--- config.mk ---
export PLATFORM = sky130hd
export DESIGN_NAME = pipe_ctrl_flat
export DESIGN_NICKNAME = d
export VERILOG_FILES = /design/src/rtl/pipe_ctrl_if.sv /design/src/rtl/pipe_ctrl.sv /design/src/flat_wrapper.sv
export SDC_FILE = /design/constraint.sdc
export NUM_CORES = 1
export LEC_CHECK = 0
export CAP_MARGIN = 20
export CORE_ASPECT_RATIO = 0.75
export CORE_UTILIZATION = 41
export DETAILED_ROUTE_END_ITERATION = 8
export HOLD_SLACK_MARGIN = 0.1
export PLACE_DENSITY = 0.83
export SETUP_SLACK_MARGIN = 0.02
export SLEW_MARGIN = 20
export SYNTH_ARGS = -nofsm -noshare
export SYNTH_HDL_FRONTEND = slang
export SYNTH_SLANG_ARGS = --single-unit
--- constraint.sdc ---
create_clock -name clk -period 1.65 [get_ports clk]
set_input_delay 0.165 -clock clk [delete_from_list [all_inputs] [get_ports clk]]
set_output_delay 0.165 -clock clk [all_outputs]
set_load 0.01 [all_outputs]
--- src/rtl/pipe_ctrl_if.sv ---
// pipe_ctrl_if
//   Bundles the pipeline hazard/stall control signals exchanged between the
//   pipeline datapath and the pipe_ctrl hazard unit.
//   Parameters: REG_SELECT (register-select width), CNT_WIDTH (stall-counter width).
//   master: driven by the datapath. It drives the decode/address/memory status
//           inputs (i_*) and receives the stage controls (o_*).
//   slave : used by pipe_ctrl. It receives i_* and drives o_*.
interface pipe_ctrl_if #(
  parameter int REG_SELECT = 5,
  parameter int CNT_WIDTH  = 16
);
  logic [REG_SELECT-1:0] i_dec_reg_a_select;
  logic [REG_SELECT-1:0] i_dec_reg_b_select;
  logic                  i_dec_uses_a;
  logic                  i_dec_uses_b;
  logic [REG_SELECT-1:0] i_a_reg_c_select;
  logic                  i_a_is_load;
  logic                  i_branch_taken;
  logic                  i_mem_req;
  logic                  i_mem_ready;

  logic                  o_pc_enable;
  logic                  o_d_enable;
  logic                  o_d_flush;
  logic                  o_a_enable;
  logic                  o_a_flush;
  logic                  o_m_enable;
  logic                  o_w_enable;
  logic                  o_mem_valid;
  logic                  o_mem_timeout;
  logic [CNT_WIDTH-1:0]  o_stall_count;
  logic [1:0]            o_state;

  modport master (
    output i_dec_reg_a_select, i_dec_reg_b_select, i_dec_uses_a, i_dec_uses_b,
           i_a_reg_c_select, i_a_is_load, i_branch_taken, i_mem_req, i_mem_ready,
    input  o_pc_enable, o_d_enable, o_d_flush, o_a_enable, o_a_flush,
           o_m_enable, o_w_enable, o_mem_valid, o_mem_timeout, o_stall_count, o_state
  );

  modport slave (
    input  i_dec_reg_a_select, i_dec_reg_b_select, i_dec_uses_a, i_dec_uses_b,
           i_a_reg_c_select, i_a_is_load, i_branch_taken, i_mem_req, i_mem_ready,
    output o_pc_enable, o_d_enable, o_d_flush, o_a_enable, o_a_flush,
           o_m_enable, o_w_enable, o_mem_valid, o_mem_timeout, o_stall_count, o_state
  );
endinterface

--- src/rtl/pipe_ctrl.sv ---
// pipe_ctrl
//   Hazard and stall controller for a D/A/M/W pipeline. It resolves memory
//   stalls, taken branches and load-use hazards into per-stage enable/flush
//   controls. It also tracks memory waits with a timeout that latches a
//   terminal FAULT, and counts PC-stall cycles with a saturating counter.
//   Ports:
//     clk - rising-edge clock
//     rst - asynchronous reset, active-low
//     bus - pipe_ctrl_if.slave
//           i_* : decode/address/memory status
//           o_* : stage enables/flushes, memory strobe, timeout flag,
//                 stall count and FSM state (RUN=0, WAIT=1, FAULT=2)
module pipe_ctrl #(
  parameter int REG_SELECT  = 5,
  parameter int MEM_TIMEOUT = 255,
  parameter int CNT_WIDTH   = 16
) (
  input  logic        clk,
  input  logic        rst,
  pipe_ctrl_if.slave  bus
);

  localparam int WAIT_W = (MEM_TIMEOUT < 2) ? 1 : $clog2(MEM_TIMEOUT + 1);
  localparam logic [WAIT_W-1:0]     WAIT_LIMIT = WAIT_W'(MEM_TIMEOUT);
  localparam logic [REG_SELECT-1:0] REG_ZERO   = '0;

  typedef enum logic [1:0] {
    ST_RUN   = 2'd0,
    ST_WAIT  = 2'd1,
    ST_FAULT = 2'd2
  } state_e;

  state_e               state_q, state_d;
  logic [WAIT_W-1:0]    wait_cnt_q, wait_cnt_d;
  logic                 timeout_q, timeout_d;
  logic [CNT_WIDTH-1:0] stall_cnt_q, stall_cnt_d;

  logic lu_hazard;
  logic mem_stall;
  logic pc_en, d_en, d_fl, a_en, a_fl, m_en, w_en, mem_valid;

  always_ff @(posedge clk or negedge rst) begin
    if (!rst) begin
      state_q     <= ST_RUN;
      wait_cnt_q  <= '0;
      timeout_q   <= 1'b0;
      stall_cnt_q <= '0;
    end else begin
      state_q     <= state_d;
      wait_cnt_q  <= wait_cnt_d;
      timeout_q   <= timeout_d;
      stall_cnt_q <= stall_cnt_d;
    end
  end

  always_comb begin
    state_d     = state_q;
    wait_cnt_d  = wait_cnt_q;
    timeout_d   = timeout_q;
    stall_cnt_d = stall_cnt_q;
    mem_stall   = 1'b0;
    mem_valid   = 1'b0;
    pc_en       = 1'b0;
    d_en        = 1'b0;
    d_fl        = 1'b0;
    a_en        = 1'b0;
    a_fl        = 1'b0;
    m_en        = 1'b0;
    w_en        = 1'b0;

    // Register 0 is hardwired, so a load targeting it can never feed a hazard.
    lu_hazard = bus.i_a_is_load && (bus.i_a_reg_c_select != REG_ZERO) &&
                ((bus.i_dec_uses_a && (bus.i_dec_reg_a_select == bus.i_a_reg_c_select)) ||
                 (bus.i_dec_uses_b && (bus.i_dec_reg_b_select == bus.i_a_reg_c_select)));

    case (state_q)
      ST_RUN: begin
        mem_valid = bus.i_mem_req;
        mem_stall = bus.i_mem_req && !bus.i_mem_ready;
        if (mem_stall) begin
          state_d    = ST_WAIT;
          wait_cnt_d = WAIT_W'(1);
        end
      end
      ST_WAIT: begin
        // Ready releases the pipe in the same cycle it arrives, and it beats
        // the timeout when both coincide.
        mem_valid = 1'b1;
        mem_stall = !bus.i_mem_ready;
        if (bus.i_mem_ready) begin
          state_d    = ST_RUN;
          wait_cnt_d = '0;
        end else if (wait_cnt_q == WAIT_LIMIT) begin
          state_d   = ST_FAULT;
          timeout_d = 1'b1;
        end else begin
          wait_cnt_d = wait_cnt_q + WAIT_W'(1);
        end
      end
      default: begin
        state_d = state_q;
      end
    endcase

    // A memory stall freezes every stage. Branch and load-use are only acted
    // on once the pipe moves again, so they are simply re-evaluated then.
    if (state_q != ST_FAULT && !mem_stall) begin
      if (bus.i_branch_taken) begin
        pc_en = 1'b1; d_en = 1'b0; d_fl = 1'b1;
        a_en  = 1'b1; a_fl = 1'b1; m_en = 1'b1; w_en = 1'b1;
      end else if (lu_hazard) begin
        pc_en = 1'b0; d_en = 1'b0; d_fl = 1'b0;
        a_en  = 1'b1; a_fl = 1'b1; m_en = 1'b1; w_en = 1'b1;
      end else begin
        pc_en = 1'b1; d_en = 1'b1; d_fl = 1'b0;
        a_en  = 1'b1; a_fl = 1'b0; m_en = 1'b1; w_en = 1'b1;
      end
    end

    if (state_q != ST_FAULT && !pc_en && (stall_cnt_q != '1)) begin
      stall_cnt_d = stall_cnt_q + CNT_WIDTH'(1);
    end

    // Outputs are combinational, so they must be forced quiet while reset is held.
    if (!rst) begin
      mem_valid = 1'b0;
      pc_en = 1'b0; d_en = 1'b0; d_fl = 1'b0;
      a_en  = 1'b0; a_fl = 1'b0; m_en = 1'b0; w_en = 1'b0;
    end
  end

  assign bus.o_pc_enable   = pc_en;
  assign bus.o_d_enable    = d_en;
  assign bus.o_d_flush     = d_fl;
  assign bus.o_a_enable    = a_en;
  assign bus.o_a_flush     = a_fl;
  assign bus.o_m_enable    = m_en;
  assign bus.o_w_enable    = w_en;
  assign bus.o_mem_valid   = mem_valid;
  assign bus.o_mem_timeout = timeout_q;
  assign bus.o_stall_count = stall_cnt_q;
  assign bus.o_state       = state_q;

endmodule

--- src/flat_wrapper.sv ---
// flat-port wrapper written by rule: the top's interface ports become plain ports
module pipe_ctrl_flat 
#(
  parameter int REG_SELECT  = 5,
  parameter int MEM_TIMEOUT = 255,
  parameter int CNT_WIDTH   = 16
)
  (clk, rst, bus_i_dec_reg_a_select, bus_i_dec_reg_b_select, bus_i_dec_uses_a, bus_i_dec_uses_b, bus_i_a_reg_c_select, bus_i_a_is_load, bus_i_branch_taken, bus_i_mem_req, bus_i_mem_ready, bus_o_pc_enable, bus_o_d_enable, bus_o_d_flush, bus_o_a_enable, bus_o_a_flush, bus_o_m_enable, bus_o_w_enable, bus_o_mem_valid, bus_o_mem_timeout, bus_o_stall_count, bus_o_state);
  pipe_ctrl_if #(.REG_SELECT(REG_SELECT), .CNT_WIDTH(CNT_WIDTH)) bus_i ();
  input  logic clk;
  input  logic rst;
  input wire logic [$bits(bus_i.i_dec_reg_a_select)-1:0] bus_i_dec_reg_a_select;
  input wire logic [$bits(bus_i.i_dec_reg_b_select)-1:0] bus_i_dec_reg_b_select;
  input wire logic [$bits(bus_i.i_dec_uses_a)-1:0] bus_i_dec_uses_a;
  input wire logic [$bits(bus_i.i_dec_uses_b)-1:0] bus_i_dec_uses_b;
  input wire logic [$bits(bus_i.i_a_reg_c_select)-1:0] bus_i_a_reg_c_select;
  input wire logic [$bits(bus_i.i_a_is_load)-1:0] bus_i_a_is_load;
  input wire logic [$bits(bus_i.i_branch_taken)-1:0] bus_i_branch_taken;
  input wire logic [$bits(bus_i.i_mem_req)-1:0] bus_i_mem_req;
  input wire logic [$bits(bus_i.i_mem_ready)-1:0] bus_i_mem_ready;
  output wire logic [$bits(bus_i.o_pc_enable)-1:0] bus_o_pc_enable;
  output wire logic [$bits(bus_i.o_d_enable)-1:0] bus_o_d_enable;
  output wire logic [$bits(bus_i.o_d_flush)-1:0] bus_o_d_flush;
  output wire logic [$bits(bus_i.o_a_enable)-1:0] bus_o_a_enable;
  output wire logic [$bits(bus_i.o_a_flush)-1:0] bus_o_a_flush;
  output wire logic [$bits(bus_i.o_m_enable)-1:0] bus_o_m_enable;
  output wire logic [$bits(bus_i.o_w_enable)-1:0] bus_o_w_enable;
  output wire logic [$bits(bus_i.o_mem_valid)-1:0] bus_o_mem_valid;
  output wire logic [$bits(bus_i.o_mem_timeout)-1:0] bus_o_mem_timeout;
  output wire logic [$bits(bus_i.o_stall_count)-1:0] bus_o_stall_count;
  output wire logic [$bits(bus_i.o_state)-1:0] bus_o_state;
  assign bus_i.i_dec_reg_a_select = bus_i_dec_reg_a_select;
  assign bus_i.i_dec_reg_b_select = bus_i_dec_reg_b_select;
  assign bus_i.i_dec_uses_a = bus_i_dec_uses_a;
  assign bus_i.i_dec_uses_b = bus_i_dec_uses_b;
  assign bus_i.i_a_reg_c_select = bus_i_a_reg_c_select;
  assign bus_i.i_a_is_load = bus_i_a_is_load;
  assign bus_i.i_branch_taken = bus_i_branch_taken;
  assign bus_i.i_mem_req = bus_i_mem_req;
  assign bus_i.i_mem_ready = bus_i_mem_ready;
  assign bus_o_pc_enable = bus_i.o_pc_enable;
  assign bus_o_d_enable = bus_i.o_d_enable;
  assign bus_o_d_flush = bus_i.o_d_flush;
  assign bus_o_a_enable = bus_i.o_a_enable;
  assign bus_o_a_flush = bus_i.o_a_flush;
  assign bus_o_m_enable = bus_i.o_m_enable;
  assign bus_o_w_enable = bus_i.o_w_enable;
  assign bus_o_mem_valid = bus_i.o_mem_valid;
  assign bus_o_mem_timeout = bus_i.o_mem_timeout;
  assign bus_o_stall_count = bus_i.o_stall_count;
  assign bus_o_state = bus_i.o_state;
  pipe_ctrl #(.REG_SELECT(REG_SELECT), .MEM_TIMEOUT(MEM_TIMEOUT), .CNT_WIDTH(CNT_WIDTH)) u_core (.clk(clk), .rst(rst), .bus(bus_i));
endmodule
# Word level (Yosys, flattened, before mapping)
# Index checks and enable logic that the tools add are counted.
# totals
reg_bits,27
output_inout_bits,27
# op_classes
n_reduce_logical,18
bitwise_logic,1
n_addsub,2
n_mux,27
eq_ne,9
# ops
op,n
$mux 8,3
$mux 1,17
$add 16x1->16 const B,1
$ne 16x16->1 const B,1
$pmux 8 s2,1
$eq 5x5->1,2
$reduce_and 3->1,3
$add 8x1->8 const B,1
$eq 8x8->1 const B,1
$logic_and 1x1->1,8
$mux 2,3
$reduce_bool 5->1,1
$pmux 1 s2,2
$pmux 2 s2,1
$logic_not 1->1,3
$ne 3x2->1 const B,1
$ne 3x3->1 const B,1
$eq 2x1->1 const B,1
$logic_not 2->1,1
$ne 2x1->1 const B,1
$ne 2x2->1 const B,1
$reduce_bool 2->1,1
$logic_or 1x1->1,1
$not 1->1,1

# Longest topological paths before layout
# logic_depth
word_depth,10
depth_mapped,8
depth_no_buf,7

# Worst setup path after synthesis
# OpenSTA, ideal clock, no wires.
# synth_path
kind,register to register
from,"register u_core.state_q[1], in the netlist u_core.bus.o_state[1]"
to,"register u_core.stall_cnt_q[8], in the netlist u_core.bus.o_stall_count[8]"
arrival_ns,1.672
path_buffers,2
t_required_ns,1.524
synth_period_minus_slack_ns,1.798
path_slack_ns,-0.148
path_stages_with_launch,8
path_cell_list,dfrtp_1 clkbuf_1 or3_1 a31oi_1 a21o_4 buf_8 nand4_1 xnor2_1
# synth_via
elab_chain_cells,8
# synth_rtl
item,line_no,text
from (decl),pipe_ctrl.sv:33,"state_e state_q, state_d;"
from (signal assigned),pipe_ctrl.sv:49,state_q <= state_d;
$eq 2x1->1 or $logic_not 2->1 (tied branches),pipe_ctrl.sv:76,case (state_q)
$pmux 1 s2,pipe_ctrl.sv:76,
$logic_not 1->1,pipe_ctrl.sv:107,if (state_q != ST_FAULT && !mem_stall) begin
$logic_and 1x1->1,pipe_ctrl.sv:107,
$mux 1,pipe_ctrl.sv:107,
$logic_not 1->1,pipe_ctrl.sv:120,if (state_q != ST_FAULT && !pc_en && (stall_cnt_q != '1)) begin
$logic_and 1x1->1 (*) (2 in series),pipe_ctrl.sv:120,
to (signal assigned),pipe_ctrl.sv:52,stall_cnt_q <= stall_cnt_d;
to (decl),pipe_ctrl.sv:36,"logic [CNT_WIDTH-1:0] stall_cnt_q, stall_cnt_d;"
# Mark *: on every way between the ends. The rest lies on a longest branch, timed or not.
# A chain may end at the register's enable or synchronous reset.

# Worst setup path in the final report
# layout_path
from,input bus_i_mem_req
to,output bus_o_d_enable
# layout_via
elab_chain_cells,6
# layout_rtl
item,line_no,text
from (decl),flat_wrapper.sv:19,input wire logic [$bits(bus_i.i_mem_req)-1:0] bus_i_mem_req;
$logic_and 1x1->1,pipe_ctrl.sv:79,mem_stall = bus.i_mem_req && !bus.i_mem_ready;
$pmux 1 s2,pipe_ctrl.sv:76,
$logic_not 1->1,pipe_ctrl.sv:107,
$logic_and 1x1->1,pipe_ctrl.sv:107,
$mux 1,pipe_ctrl.sv:107,
$mux 1,pipe_ctrl.sv:125,if (!rst) begin
to (decl),flat_wrapper.sv:22,output wire logic [$bits(bus_i.o_d_enable)-1:0] bus_o_d_enable;
# No other way between the ends.

==> results_tabular.tex <==
\begin{tabular}{lr}
\hline
Metric & Value \\
\hline
\multicolumn{2}{l}{\textbf{Status}} \\
\quad Status & finished, violations left \\
\quad Failing checks & setup timing \\
\multicolumn{2}{l}{\textbf{Final layout}} \\
\quad Fraction of layout instances using a drive strength above 1 & 37.12\% \\
\quad Most frequent standard cell in the layout excluding fill and tap cells & sky130\_fd\_sc\_hd\_\_buf\_4 \\
\quad Antenna diodes & 0 \\
\quad Total non-filler cell area in the finished layout & 2606 sq um \\
\quad Area occupied by multi-input gates & 940.9 sq um \\
\quad Most frequent cells in the layout & sky130\_fd\_sc\_hd\_\_buf\_4 (51), sky130\_fd\_sc\_hd\_\_dfrtp\_1 (26), sky130\_fd\_sc\_hd\_\_clkdlybuf4s50\_1 (25), sky130\_fd\_sc\_hd\_\_xnor2\_1 (22), sky130\_fd\_sc\_hd\_\_nor2\_1 (15) \\
\quad Final Core Density & 71.65\% \\
\quad Synthesis-to-layout area growth & 67.18\% \\
\quad Sequential cell area & 676.9 sq um \\
\quad Number of nets in the layout & 290 \\
\quad Fill cells & 288 \\
\multicolumn{2}{l}{\textbf{STA}} \\
\quad Transition at the pin with the smallest max-transition slack & 0.3368 ns \\
\quad Hold violation count in the final report & 0 \\
\quad Count of final setup violators & 9 \\
\quad Setup total negative slack & -0.3266 ns \\
\quad Slew Limit Fails & 0 \\
\quad Min Clock Period, post-route & 1.726 ns \\
\quad Headroom to the max-slew limit & 77.37\% \\
\quad Final worst-path setup slack & -0.07633 ns \\
\quad Achievable clock frequency & 579.3 MHz \\
\quad Clock tree skew after final layout & 0.003526 ns \\
\quad Unrepaired setup endpoints after global routing & yes \\
\quad Period utilisation layout & 104.6\% \\
\multicolumn{2}{l}{\textbf{Worst setup path}} \\
\quad Worst path arrival time & 1.56 ns \\
\quad Critical path type & input port to output pin \\
\quad Critical path fanouts, max & 3 \\
\quad Worst Setup End Kind & output pin \\
\quad Data required time of the critical path & 1.48 ns \\
\quad Startpoint class of the critical path & input port \\
\multicolumn{2}{l}{\textbf{Global routing}} \\
\quad Wire length of the first global-routing pass & 6423 um \\
\quad Maximum number of pins on one net before global-route repair & 28 \\
\quad Number of global-route vias before repair & 1520 \\
\quad Antenna violations before repair & 0 \\
\quad Total global routing track utilization & 20.50\% \\
\quad Global route total overflow & 0 \\
\multicolumn{2}{l}{\textbf{Power and ir drop}} \\
\quad Peak ir drop on the vdd network & 510.9 uV \\
\quad Total power of the final layout & 2.012 mW \\
\quad Power density of the placed cells & 771.9 nW/um\^{}2 \\
\quad Lkg Pwr & 1.211 nW \\
\multicolumn{2}{l}{\textbf{Worst hold path}} \\
\quad Type of the tightest min-delay check & input port to asynchronous set/reset pin \\
\multicolumn{2}{l}{\textbf{Logic synthesis}} \\
\quad Leading area contributor after synthesis & sky130\_fd\_sc\_hd\_\_dfrtp\_1 \\
\quad Area share of the leading cell type in the synthesized netlist & 43.34\% \\
\quad Yosys warns & 0 \\
\quad Post-synthesis average cell area & 9.683 sq um \\
\quad Mapped cell area & 1559 sq um \\
\quad Post-synthesis cell type count & 35 \\
\quad Sequential element share of the synthesized area & 43.34\% \\
\quad Seq cells post-synth & 27 \\
\quad Post-Syn Instances & 161 \\
\quad Leading post-synthesis cells by cell area & sky130\_fd\_sc\_hd\_\_dfrtp\_1 (43\%), sky130\_fd\_sc\_hd\_\_xnor2\_1 (13\%), sky130\_fd\_sc\_hd\_\_nand4\_1 (4.4\%) \\
\quad Synthesized net count & 186 \\
\multicolumn{2}{l}{\textbf{Clocking}} \\
\quad Cts hold-fix bufs & 0 \\
\quad H-Tree Depth & 1 \\
\quad Number of buffers on the longest clock path & 2 \\
\quad Clock tree from TritonCTS & done \\
\quad Number of CTS-inserted buffers & 3 \\
\quad Clock-pin transition on the worst setup and hold timing paths & 0.09 ns \\
\quad Cell chosen for the clock root & sky130\_fd\_sc\_hd\_\_clkbuf\_8 \\
\quad Num Clock Sinks & 27 \\
\quad Clock latency on the worst-skew pair & 0.27 ns \\
\multicolumn{2}{l}{\textbf{Die}} \\
\quad Standard-cell rows & 19 \\
\quad Top-Level Pins & 50 \\
\quad Vertical die dimension & 55.40 um \\
\quad Die Footprint & 4056 sq um \\
\quad Die X-Extent & 73.21 um \\
\quad Starting density of the core & 42.86\% \\
\quad Core area & 3637 sq um \\
\multicolumn{2}{l}{\textbf{Detailed routing}} \\
\quad Antenna viol nets, final & 0 \\
\quad Detailed-route DRC error count & 0 \\
\quad Via count & 1554 \\
\quad DRT Pass-1 Iters & 4 \\
\quad Routed WL & 4056 um \\
\quad Via density & 4.918 \\
\quad Wire per inst & 12.84 um \\
\quad Initial drt markers & 46 \\
\multicolumn{2}{l}{\textbf{Flow run}} \\
\quad Max-Cap Viols & 0 \\
\multicolumn{2}{l}{\textbf{Placement}} \\
\quad GP Congestion & 0.8252 \\
\quad DPL Wire Length & 2973 um \\
\quad Placed cell area & 2430 sq um \\
\quad Buffers added on ports & 49 \\
\hline
\end{tabular}
[power by group]
part	switching, mW	internal [mW]	leakage (nW)	total, mW
Combinational	0.345	0.479	0.831	0.824
Sequential	0.0656	0.748	0.354	0.813
Clock	0.205	0.169	0.0255	0.375
Total	0.616	1.40	1.21	2.01
[registers in the layout, indices dropped and copies added (netlist names)]
signal,flops
u_core.bus.o_stall_count,16
u_core.bus.o_mem_timeout,1
u_core.bus.o_state,2
u_core.wait_cnt_q,8
[layout make-up]
class                   instances  share of cell area (%)
repair buffers                103                   32.36
clock buffers                   3                   1.584
clock inverters                 1                  0.1920
well taps                      52                   2.496
flip-flops and latches         27                   25.97
multi-input cells             121                   36.10
inverters                       9                   1.296
[critical path: stages]
cell,delay (ns)
sky130_fd_sc_hd__clkdlybuf4s50_1,0.50
sky130_fd_sc_hd__nor2_1,0.07
sky130_fd_sc_hd__or3_4,0.39
sky130_fd_sc_hd__nand3_2,0.10
sky130_fd_sc_hd__inv_2,0.04
sky130_fd_sc_hd__and3_1,0.15
sky130_fd_sc_hd__buf_2,0.14
[cells by family (layout without fill, tap and decap cells)]
family / after synthesis / in the layout / share of synthesized area, %
flip-flops: 27 / 27 / 43.34
AND/OR/NAND/NOR: 71 / 71 / 25.44
buffers and inverters: 13 / 116 / 4.333
AO/OA/AOI/OAI: 16 / 16 / 7.062
XOR/XNOR: 30 / 30 / 16.85
multiplexers: 2 / 2 / 1.364
adder cells (fa/ha/maj): 2 / 2 / 1.605
[worst paths after layout]
kind	end	depth (start not counted)	slack, ns	from
worst min-delay path	u_core.bus.o_stall_count[13]	3	0.47	rst
worst max register to register	u_core.bus.o_stall_count[1]	5	-0.05	u_core.bus.o_stall_count[9]
min in group clk	u_core.bus.o_mem_timeout	1	0.47	u_core.bus.o_mem_timeout
worst max-delay path	bus_o_d_enable	7	-0.08	bus_i_mem_req
max in group asynchronous	u_core.bus.o_stall_count[6]	3	0.91	rst
worst min register to register	u_core.bus.o_mem_timeout	1	0.47	u_core.bus.o_mem_timeout
[synth_stat cells]
cell type,count
sky130_fd_sc_hd__dfrtp_1,27
sky130_fd_sc_hd__xnor2_1,24
sky130_fd_sc_hd__nor2_1,16
sky130_fd_sc_hd__nand3_1,12
sky130_fd_sc_hd__nand4_1,11
sky130_fd_sc_hd__nand2_1,10
sky130_fd_sc_hd__inv_1,9
sky130_fd_sc_hd__and3_1,6
sky130_fd_sc_hd__xor2_1,6
sky130_fd_sc_hd__a21oi_1,4
sky130_fd_sc_hd__o21ai_0,4
sky130_fd_sc_hd__nor3b_1,3
sky130_fd_sc_hd__a31oi_1,2
sky130_fd_sc_hd__and2_1,2
sky130_fd_sc_hd__buf_4,2
sky130_fd_sc_hd__ha_1,2
sky130_fd_sc_hd__nor3_1,2
sky130_fd_sc_hd__o22ai_1,2
sky130_fd_sc_hd__a21o_1,1
sky130_fd_sc_hd__a21o_4,1
sky130_fd_sc_hd__buf_8,1
sky130_fd_sc_hd__clkbuf_1,1
sky130_fd_sc_hd__mux2_2,1
sky130_fd_sc_hd__mux2i_1,1
sky130_fd_sc_hd__nand2b_1,1
sky130_fd_sc_hd__nand3_2,1
sky130_fd_sc_hd__nand3b_1,1
sky130_fd_sc_hd__nor3_2,1
sky130_fd_sc_hd__nor4_4,1
sky130_fd_sc_hd__nor4b_1,1
sky130_fd_sc_hd__o2111ai_2,1
sky130_fd_sc_hd__o211ai_1,1
sky130_fd_sc_hd__or2_2,1
sky130_fd_sc_hd__or3_1,1
sky130_fd_sc_hd__or4_4,1
[per-stage QoR]
stage	instances	setup slack (ns)	hold slack [ns]
4_1_cts	313	-0.05560	0.4683
5_1_grt	316	-0.1384	0.4950
3_3_place_gp	300	-0.7052	0.4385
3_5_place_dp	300	-0.7815	0.4638
2_1_floorplan	161	-0.07612	-0.1306
6_report	316	-0.07633	0.4694
[per-layer routing]
metal | global-route usage [%] | routed length, um
met3 | 4.015 | 286
met4 | 5.882 | 49
met5 | 0 | 0
met1 | 25.30 | 1785
met2 | 35.98 | 1934
[what timing repair did]
item / 4_1_cts / 5_1_grt
resized for setup: 71 / 8
endpoints found under the setup margin: 32 / 29
buffers inserted: 10 / 3
pin swaps: 24 / 10
(Power assumes the default switching activity.)
